`src/rtl/conf_dev_regs_pkg.sv`:
```
// Shared definitions for the per-device configuration register bank:
// register offsets, CTRL bit positions, unlock key, slot base addresses, FSM states.
package conf_dev_regs_pkg;

    localparam logic [15:0] CDR_ID   = 16'd0;
    localparam logic [15:0] CDR_CTRL = 16'd1;
    localparam logic [15:0] CDR_KEY  = 16'd2;
    localparam logic [15:0] CDR_CFG0 = 16'd3;

    localparam int CTRL_COMMIT = 0;
    localparam int CTRL_REVERT = 1;
    localparam int CTRL_CLRERR = 2;

    localparam logic [15:0] UNLOCK_KEY = 16'hC0F1;

    localparam logic [15:0] DEV0_ADDR_BASE = 16'h0100;
    localparam logic [15:0] DEV1_ADDR_BASE = 16'h0200;
    localparam logic [15:0] DEV2_ADDR_BASE = 16'h0300;
    localparam logic [15:0] DEV3_ADDR_BASE = 16'h0400;

    typedef enum logic [1:0] {
        ST_IDLE,
        ST_QUIESCE,
        ST_APPLY,
        ST_RELEASE
    } commit_state_e;

endpackage

```
`src/rtl/conf_commit_fsm.sv`:
```
// Commit handshake: quiesce the device, wait (bounded) for dev_idle,
// pulse apply for one cycle, then release.
module conf_commit_fsm
    import conf_dev_regs_pkg::*;
#(
    parameter int unsigned TIMEOUT = 1023
) (
    input  logic clk,
    input  logic reset,
    input  logic commit,
    input  logic dev_idle,
    output logic dev_quiesce,
    output logic apply,
    output logic timeout,
    output logic busy
);
    localparam logic [9:0] TIMEOUT_CNT = 10'(TIMEOUT);

    commit_state_e state_q, state_d;
    logic [9:0]    cnt_q, cnt_d;
    logic          quiesce_q, quiesce_d;

    // NOTE: state flops use non-blocking assignments so every flop samples
    // pre-edge values regardless of statement order.
    always_ff @(posedge clk) begin
        if (reset) begin
            state_q   <= ST_IDLE;
            cnt_q     <= '0;
            quiesce_q <= 1'b0;
        end else begin
            state_q   <= state_d;
            cnt_q     <= cnt_d;
            quiesce_q <= quiesce_d;
        end
    end

    // NOTE: every output of this block gets a default first so no path infers a latch.
    always_comb begin
        state_d   = state_q;
        cnt_d     = cnt_q;
        quiesce_d = quiesce_q;
        apply     = 1'b0;
        timeout   = 1'b0;
        case (state_q)
            ST_IDLE: begin
                if (commit) begin
                    state_d   = ST_QUIESCE;
                    cnt_d     = '0;
                    quiesce_d = 1'b1;
                end
            end
            ST_QUIESCE: begin
                if (dev_idle) begin
                    state_d = ST_APPLY;
                end else if (cnt_q == TIMEOUT_CNT) begin
                    timeout = 1'b1;
                    state_d = ST_RELEASE;
                end else begin
                    cnt_d = cnt_q + 10'd1;
                end
            end
            ST_APPLY: begin
                apply   = 1'b1;
                state_d = ST_RELEASE;
            end
            ST_RELEASE: begin
                quiesce_d = 1'b0;
                state_d   = ST_IDLE;
            end
            default: state_d = ST_IDLE;
        endcase
    end

    assign dev_quiesce = quiesce_q;
    assign busy        = (state_q != ST_IDLE);

endmodule

```
`src/rtl/conf_dev_regs.sv`:
```
// Per-device configuration bank: shadow registers, atomic commit into active outputs.
// Define CONF_DEV_REGS_LOCK_EN to add the KEY register and write lock.
module conf_dev_regs
    import conf_dev_regs_pkg::*;
#(
    parameter logic [15:0] ADDR_BASE = DEV0_ADDR_BASE,
    parameter int unsigned NCFG      = 4,
    parameter logic [15:0] DEV_ID    = 16'h0000,
    parameter int unsigned TIMEOUT   = 1023
) (
    input  logic                 clk,
    input  logic                 reset,
    input  logic [15:0]          conf_addr,
    input  logic                 conf_write,
    input  logic [15:0]          conf_wdata,
    output logic                 conf_match,
    output logic [15:0]          conf_rdata,
    output logic                 dev_quiesce,
    input  logic                 dev_idle,
    output logic [16*NCFG-1:0]   active_cfg,
    output logic                 cfg_applied
);
    localparam logic [15:0] CFG_END = CDR_CFG0 + 16'(NCFG);

    logic [15:0] offset;
    logic [15:0] shadow_q [NCFG];
    logic [15:0] shadow_d [NCFG];
    logic [15:0] active_q [NCFG];
    logic [15:0] active_d [NCFG];
    logic        err_q, err_d, ovr_q, ovr_d;
    logic        cfg_applied_q, cfg_applied_d;
    logic        locked, busy, apply, timeout, pending;
    logic        wr, wr_ctrl, wr_cfg, ctrl_ok, commit, revert;

    assign offset = conf_addr - ADDR_BASE;

    always_comb begin
        conf_match = 1'b0;
        if (offset < CFG_END) begin
`ifdef CONF_DEV_REGS_LOCK_EN
            conf_match = 1'b1;
`else
            conf_match = (offset != CDR_KEY);
`endif
        end
    end

    always_comb begin
        wr      = conf_write && conf_match;
        wr_ctrl = wr && (offset == CDR_CTRL);
        wr_cfg  = wr && (offset >= CDR_CFG0);
        ctrl_ok = wr_ctrl && !locked && !busy;
        commit  = ctrl_ok && conf_wdata[CTRL_COMMIT];
        revert  = ctrl_ok && conf_wdata[CTRL_REVERT] && !conf_wdata[CTRL_COMMIT];
    end

`ifdef CONF_DEV_REGS_LOCK_EN
    logic locked_q, locked_d;

    // A successful apply relocks; a timeout leaves the lock as it was.
    always_comb begin
        locked_d = locked_q;
        if (apply) begin
            locked_d = 1'b1;
        end else if (wr && (offset == CDR_KEY)) begin
            locked_d = (conf_wdata != UNLOCK_KEY);
        end
    end

    always_ff @(posedge clk) begin
        if (reset) begin
            locked_q <= 1'b1;
        end else begin
            locked_q <= locked_d;
        end
    end

    assign locked = locked_q;
`else
    assign locked = 1'b0;
`endif

    always_comb begin
        pending = 1'b0;
        for (int i = 0; i < int'(NCFG); i++) begin
            if (shadow_q[i] != active_q[i]) pending = 1'b1;
        end
    end

    always_comb begin
        for (int i = 0; i < int'(NCFG); i++) begin
            shadow_d[i] = shadow_q[i];
            active_d[i] = active_q[i];
            if (revert) begin
                shadow_d[i] = active_q[i];
            end else if (wr_cfg && !locked && !busy && (offset == CDR_CFG0 + 16'(i))) begin
                shadow_d[i] = conf_wdata;
            end
            if (apply) active_d[i] = shadow_q[i];
        end
        err_d = err_q;
        ovr_d = ovr_q;
        if (wr_ctrl && conf_wdata[CTRL_CLRERR]) begin
            err_d = 1'b0;
            ovr_d = 1'b0;
        end
        if (timeout) err_d = 1'b1;
        if (busy && !locked &&
            ((wr_ctrl && (conf_wdata[CTRL_COMMIT] || conf_wdata[CTRL_REVERT])) || wr_cfg)) begin
            ovr_d = 1'b1;
        end
        cfg_applied_d = apply;
    end

    // NOTE: the register bank is small flop storage that must read as zero
    // after reset, so every entry is reset explicitly.
    always_ff @(posedge clk) begin
        if (reset) begin
            for (int i = 0; i < int'(NCFG); i++) begin
                shadow_q[i] <= '0;
                active_q[i] <= '0;
            end
            err_q         <= 1'b0;
            ovr_q         <= 1'b0;
            cfg_applied_q <= 1'b0;
        end else begin
            shadow_q      <= shadow_d;
            active_q      <= active_d;
            err_q         <= err_d;
            ovr_q         <= ovr_d;
            cfg_applied_q <= cfg_applied_d;
        end
    end

    always_comb begin
        conf_rdata = '0;
        if (conf_match) begin
            if (offset == CDR_ID) begin
                conf_rdata = DEV_ID;
            end else if (offset == CDR_CTRL) begin
                conf_rdata = {busy, pending, locked, err_q, ovr_q, 11'b0};
            end else begin
                for (int i = 0; i < int'(NCFG); i++) begin
                    if (offset == CDR_CFG0 + 16'(i)) conf_rdata = shadow_q[i];
                end
            end
        end
    end

    always_comb begin
        active_cfg = '0;
        for (int i = 0; i < int'(NCFG); i++) begin
            active_cfg[16*i +: 16] = active_q[i];
        end
    end

    assign cfg_applied = cfg_applied_q;

    conf_commit_fsm #(
        .TIMEOUT (TIMEOUT)
    ) u_commit_fsm (
        .clk         (clk),
        .reset       (reset),
        .commit      (commit),
        .dev_idle    (dev_idle),
        .dev_quiesce (dev_quiesce),
        .apply       (apply),
        .timeout     (timeout),
        .busy        (busy)
    );

endmodule
```
`config.mk`:
```
export PLATFORM = sky130hd
export DESIGN_NAME = conf_dev_regs
export DESIGN_NICKNAME = d
export VERILOG_FILES = /design/src/rtl/conf_dev_regs_pkg.sv /design/src/rtl/conf_commit_fsm.sv /design/src/rtl/conf_dev_regs.sv
export SDC_FILE = /design/constraint.sdc
export NUM_CORES = 1
export LEC_CHECK = 0
export ABC_AREA = 1
export BUFFER_PORTS_ARGS = -buffer_cell sky130_fd_sc_hd__buf_2
export CORE_MARGIN = 2
export CORE_UTILIZATION = 29
export DETAILED_ROUTE_END_ITERATION = 12
export GPL_TIMING_DRIVEN = 0
export HOLD_SLACK_MARGIN = 0.06
export PLACE_DENSITY = 0.48
export SLEW_MARGIN = 25
export SYNTH_ARGS = -nofsm -noshare
export SYNTH_HDL_FRONTEND = slang
export SYNTH_SLANG_ARGS = --single-unit
```
`constraint.sdc`:
```
create_clock -name clk -period 3.3 [get_ports clk]
set_input_delay 0.66 -clock clk [delete_from_list [all_inputs] [get_ports clk]]
set_output_delay 0.66 -clock clk [all_outputs]
set_load 0.03 [all_outputs]
```
# Word-level counts from Yosys, hierarchy flattened
# Index checks and enable logic that the tools add are counted.
[classes]
n_lt_le_gt_ge = 2
muxes = 37
n_reduce_logical = 33
n_addsub = 2
n_eq_ne = 18
[op_table]
columns = ["operator", "count"]
rows = [
  ["$mux 16", 15],
  ["$ne 16x16->1", 4],
  ["$eq 16x3->1 const B", 3],
  ["$mux 10", 3],
  ["$pmux 10 s2", 1],
  ["$reduce_bool 2->1", 9],
  ["$eq 16x1->1 const B", 1],
  ["$eq 16x2->1 const B", 1],
  ["$ge 16x2->1 const B", 1],
  ["$logic_not 16->1", 1],
  ["$lt 16x3->1 const B", 1],
  ["$ne 16x2->1 const B", 1],
  ["$sub 16x9->16 const B", 1],
  ["$logic_and 1x1->1", 15],
  ["$mux 1", 13],
  ["$add 10x1->10 const B", 1],
  ["$eq 10x10->1 const B", 1],
  ["$pmux 2 s4", 1],
  ["$mux 2", 3],
  ["$ne 2x2->1 const B", 3],
  ["$eq 2x2->1 const B", 2],
  ["$reduce_and 2->1", 2],
  ["$reduce_and 4->1", 1],
  ["$ne 3x2->1 const B", 1],
  ["other kinds (5)", 7],
]
[word_totals]
reg_bits = 144
word_cells = 106

# Depth between registers and ports, before layout
[logic_depth]
depth_word = 9
ltp_mapped = 13
mapped_depth_nobuf = 12

# Modules after synthesis
# From an unflattened synthesis, not the netlist that was laid out.
[unflattened]
hier_cells = 1207
area_unflattened_um2 = 8101.5
[by_module_without_submodules]
columns = ["module", "area_each_um2", "seq_area_each_um2", "cells_per_inst", "instances"]
rows = [
  ["conf_dev_regs", 7200.7, 2622.5, 1068, 1],
  ["conf_commit_fsm", 900.9, 260.2, 139, 1],
]

# Worst setup path after synthesis
# Ideal clock, no wire load.
[synth_path]
path_type = "in2out"
startpoint = "input conf_addr[15]"
endpoint = "output conf_rdata[10]"
stages = 10
arrival_ps = 2613
n_path_buf = 1
path_slack_ps = 27
path_cell_list = "nor2_1 > nand2_1 > nor2_8 > inv_1 > nor3_4 > o21ai_0 > nor2_1 > buf_2 > o21ai_0 > a31oi_1"
[synth_via]
elab_cells_between_ends = 17
cone_classes = "1 x add/sub; 1 x order compare; 6 x eq/ne; 8 x mux; 1 x reduce/logical"
[synth_rtl]
columns = ["element", "line_no", "source"]
rows = [
  ["start: declaration", "conf_dev_regs.sv:13", "input logic [15:0] conf_addr,"],
  ["$sub 16x9->16 *", "conf_dev_regs.sv:35", "assign offset = conf_addr - ADDR_BASE;"],
  ["$lt 16x3->1 or $ne 16x2->1 (tied branches)", "conf_dev_regs.sv:39, conf_dev_regs.sv:43", ""],
  ["$mux 1 *", "conf_dev_regs.sv:39", "if (offset < CFG_END) begin"],
  ["named net conf_match", "conf_dev_regs.sv:16", "output logic conf_match,"],
  ["$mux 16 *", "conf_dev_regs.sv:137", "if (conf_match) begin"],
  ["end: declaration", "conf_dev_regs.sv:17", "output logic [15:0] conf_rdata,"],
]
# The timed path passes the listed nets; every way through them passes the cells marked *.

# Worst setup path after layout
[layout_path]
startpoint = "input conf_addr[11]"
endpoint = "output conf_rdata[6]"
[layout_via]
elab_chain_len = 9
elab_cells_between_ends = 17
cone_classes = "1 x add/sub; 1 x order compare; 6 x eq/ne; 8 x mux; 1 x reduce/logical"
[layout_rtl]
columns = ["element", "line_no", "source"]
rows = [
  ["$sub 16x9->16 *", "conf_dev_regs.sv:35", ""],
  ["$eq 16x2->1", "conf_dev_regs.sv:144", "if (offset == CDR_CFG0 + 16'(i)) conf_rdata = shadow_q[i];"],
  ["$mux 16 (4 in series)", "conf_dev_regs.sv:144", ""],
  ["$mux 16", "conf_dev_regs.sv:140", "end else if (offset == CDR_CTRL) begin"],
  ["$mux 16", "conf_dev_regs.sv:138", "if (offset == CDR_ID) begin"],
  ["$mux 16 *", "conf_dev_regs.sv:137", ""],
]
# Every way passes the cells marked *; elsewhere a longest branch is shown, timed or not.

==> impl_metrics.ini <==
[grt]
grt_pass1_vias = 7976
grt_usage_pct = 23.6
grt_max_degree = 17
antenna_found_initial = 0
grt-ovfl-total = 0
grt_pass1_wl_um = 50300

[clock_tree]
clkTransAtPathRegs_ps = 60
clockRootBuffer = clkbuf_16
clk_latency_ps = 440
cts_buffers = 17
cts.sinks = 144
htree_levels = 4
cts_buffer_depth = 2
cts_tree = built

[worst_setup_path]
cpPeakStageDelay_ps = 290
path_cells = buf_2, nor2_2, nand3_2, nor2_8, buf_4, nand4_4, inv_2, buf_2, a21oi_1, a31oi_2, buf_2
critPathKind = in -> out
cp_data_required_time_ps = 2640
worst-path-max-fanout = 10
crit_top_cell = buf_2
arrival_ps = 2580
startpoint_type = input port
slowest_stage = a31oi_2
crit_path_end_kind = primary output

[finish]
fillers = 2955
multiInputGateArea_um2 = 4400
final_nets = 1355
num_antenna_cells = 0
ff_latch_area_um2 = 2880
area_growth_syn_to_layout_pct = 21.4
drive_gt1_share_pct = 17.9
fin_util_pct = 36.0

[route]
route.vias.total = 8519
drt_iter0_markers = 834
drc = 0
wirelength_um = 33700
drtPass1Iterations = 8
via_per_inst = 5.11
drtAntennaViolNets = 0
wire_per_inst_um = 20.2

[run_status]
status = finished, final reports clean

[logic_synthesis]
seq_area_frac_synth_pct = 36.1
synth_top_area_share_pct = 36.1
netlist_instances = 1175
synth_cell_type_count = 36
yosys_warnings = 0
syn_area_per_cell_um2 = 6.79
ys_ff_latch = 144
syn_area_um2 = 7980
synthTopCellsByArea = dfxtp_1 36%, nand3_1 13%, nand2_1 11%
synth_top_cell_by_area = dfxtp_1
syn_nets = 1216

[place]
dp_hpwl_um = 25600
io_buffers = 116
globalplace.congestion = 0.928

[sta]
finClkSkew_ps = 8.65
setup_tns_ps = 0
max_freq_ghz = 0.309
hold_violations = 0
worst-slew-pin-transition_ps = 835
timing.slew.headroom_pct = 44.3
finalSetupViolCount = 0
maxSlewViolCount = 0
min_period_ps = 3240
post-route-period-util_pct = 98.2

[power_and_ir_drop]
power_density_nw_per_um2 = 429
peakVddDrop_mv = 0.326
p_leak_uw = 0.00464
fin_total_pwr_uw = 4150

[floorplan]
rows = 60
io_pins = 119
start_util_pct = 29.6
die_w_um = 170
dieArea_um2 = 28900
fp.dieH_um = 170
coreArea_um2 = 27000

[hold_path]
hp-class = reg -> reg

[run]
drv_cap = 0
==> power by group <==
| group | switching (uW) | internal (uW) |
|---|---|---|
| clock network | 832 | 1140 |
| logic | 299 | 95.2 |
| registers | 29.9 | 1760 |
==> synth_stat cells, drive strengths merged <==
| cell | instances |
|---|---|
| buf | 39 |
| o21ai | 98 |
| clkinv | 1 |
| nor3b | 3 |
| inv | 107 |
| ha | 5 |
| o2111ai | 1 |
| a211oi | 2 |
| xor2 | 9 |
| xnor2 | 46 |
| clkbuf | 29 |
| nand4 | 16 |
| a31oi | 12 |
| nor3 | 12 |
| nand3 | 214 |
| nand2 | 234 |
| or2 | 3 |
| o22ai | 4 |
| a21oi | 51 |
| dfxtp | 144 |
| nor2 | 145 |
==> layer usage <==
layer	wire, um	up-vias	GRT usage [%]
met3	2800	67	5.37
li1	-	4143	-
met1	15100	3961	32.5
met4	1090	0	9.29
met5	0	-	0
met2	14700	348	35.7
==> placed cells by master, fill, tap and decap left out, types with 2 or more instances in the layout <==
cell	instances
nand3_1	202
clkinv_2	4
a21oi_1	51
buf_1	4
a31oi_1	8
bufinv_16	2
nor3_4	4
nor3_1	7
ha_1	5
a31oi_2	4
nand3_4	5
clkbuf_1	29
buf_4	18
nand3_2	7
nor2_2	4
clkinvlp_4	2
o21ai_1	6
a211oi_1	2
clkbuf_16	17
nor2_4	6
xnor2_1	46
inv_2	9
buf_2	131
nand4_4	2
or2_2	3
dfxtp_1	144
o22ai_1	4
nor3b_1	3
nor2_1	134
inv_6	3
xor2_1	9
nand2_1	232
buf_6	7
o21ai_0	91
nand4_1	13
inv_1	98
==> worst max-delay path: cells and delay by family <==
family | cells | cell delay (ps)
buffers and inverters | 5 | 890
AND/OR/NAND/NOR | 4 | 530
AO/OA/AOI/OAI | 2 | 470
==> area by class of cell <==
type | count | share of cell area (%)
Timing Repair Buffer | 122 | 6.70
Buffer | 66 | 3.55
Clock inverter | 12 | 1.37
Clock buffer | 20 | 4.61
Inverter | 108 | 4.18
Sequential cell | 144 | 29.7
Multi-Input combinational cell | 855 | 45.4
Tap cell | 341 | 4.40
==> worst paths after layout <==
kind | end | slack [ps] | startpoint | cells past startpoint
hold reg to reg | err_q | 460 | err_q | 2
setup / recovery | conf_rdata[6] | 60 | conf_addr[11] | 11
setup reg to reg | active_cfg[60] | 570 | u_commit_fsm.state_q[0] | 7
hold / removal | err_q | 460 | err_q | 2
==> logic make-up (layout without fill, tap and decap cells) <==
kind of cell,Yosys count,count (layout),share of synthesized area (%)
AO/OA/AOI/OAI,168,168,10.9
XOR/XNOR,55,55,6.04
adder cells (fa/ha/maj),5,5,0.784
buffers and inverters,176,328,9.37
flip-flops,144,144,36.1
AND/OR/NAND/NOR,627,627,36.8
==> state kept, by name (all words and copies together) (netlist names) <==
name	cells
active_cfg	64
shadow_q	64
u_commit_fsm.cnt_q	10
u_commit_fsm.state_q	2
cfg_applied	1
err_q	1
ovr_q	1
u_commit_fsm.dev_quiesce	1
==> stage by stage <==
step	instances	setup slack (ps)	hold slack (ps)	area, um2
floorplan	1175	26.9	441	7980
global placement	1632	-398	456	8990
detailed placement	1632	-333	462	8990
CTS	1668	0.259	470	9630
global route	1668	-34.8	493	9690
finish	1668	59.8	465	9690
==> repair_timing <==
| item | 4_1_cts | 5_1_grt |
|---|---|---|
| hold buffers | 0 | 0 |
| gates resized for setup | 17 | 19 |
| gates cloned | 1 | 0 |
| pin swaps | 2 | 5 |
| setup endpoints to repair | 10 | 13 |
| buffers inserted | 4 | 2 |
No activity file was read; power rests on OpenSTA's default activity.
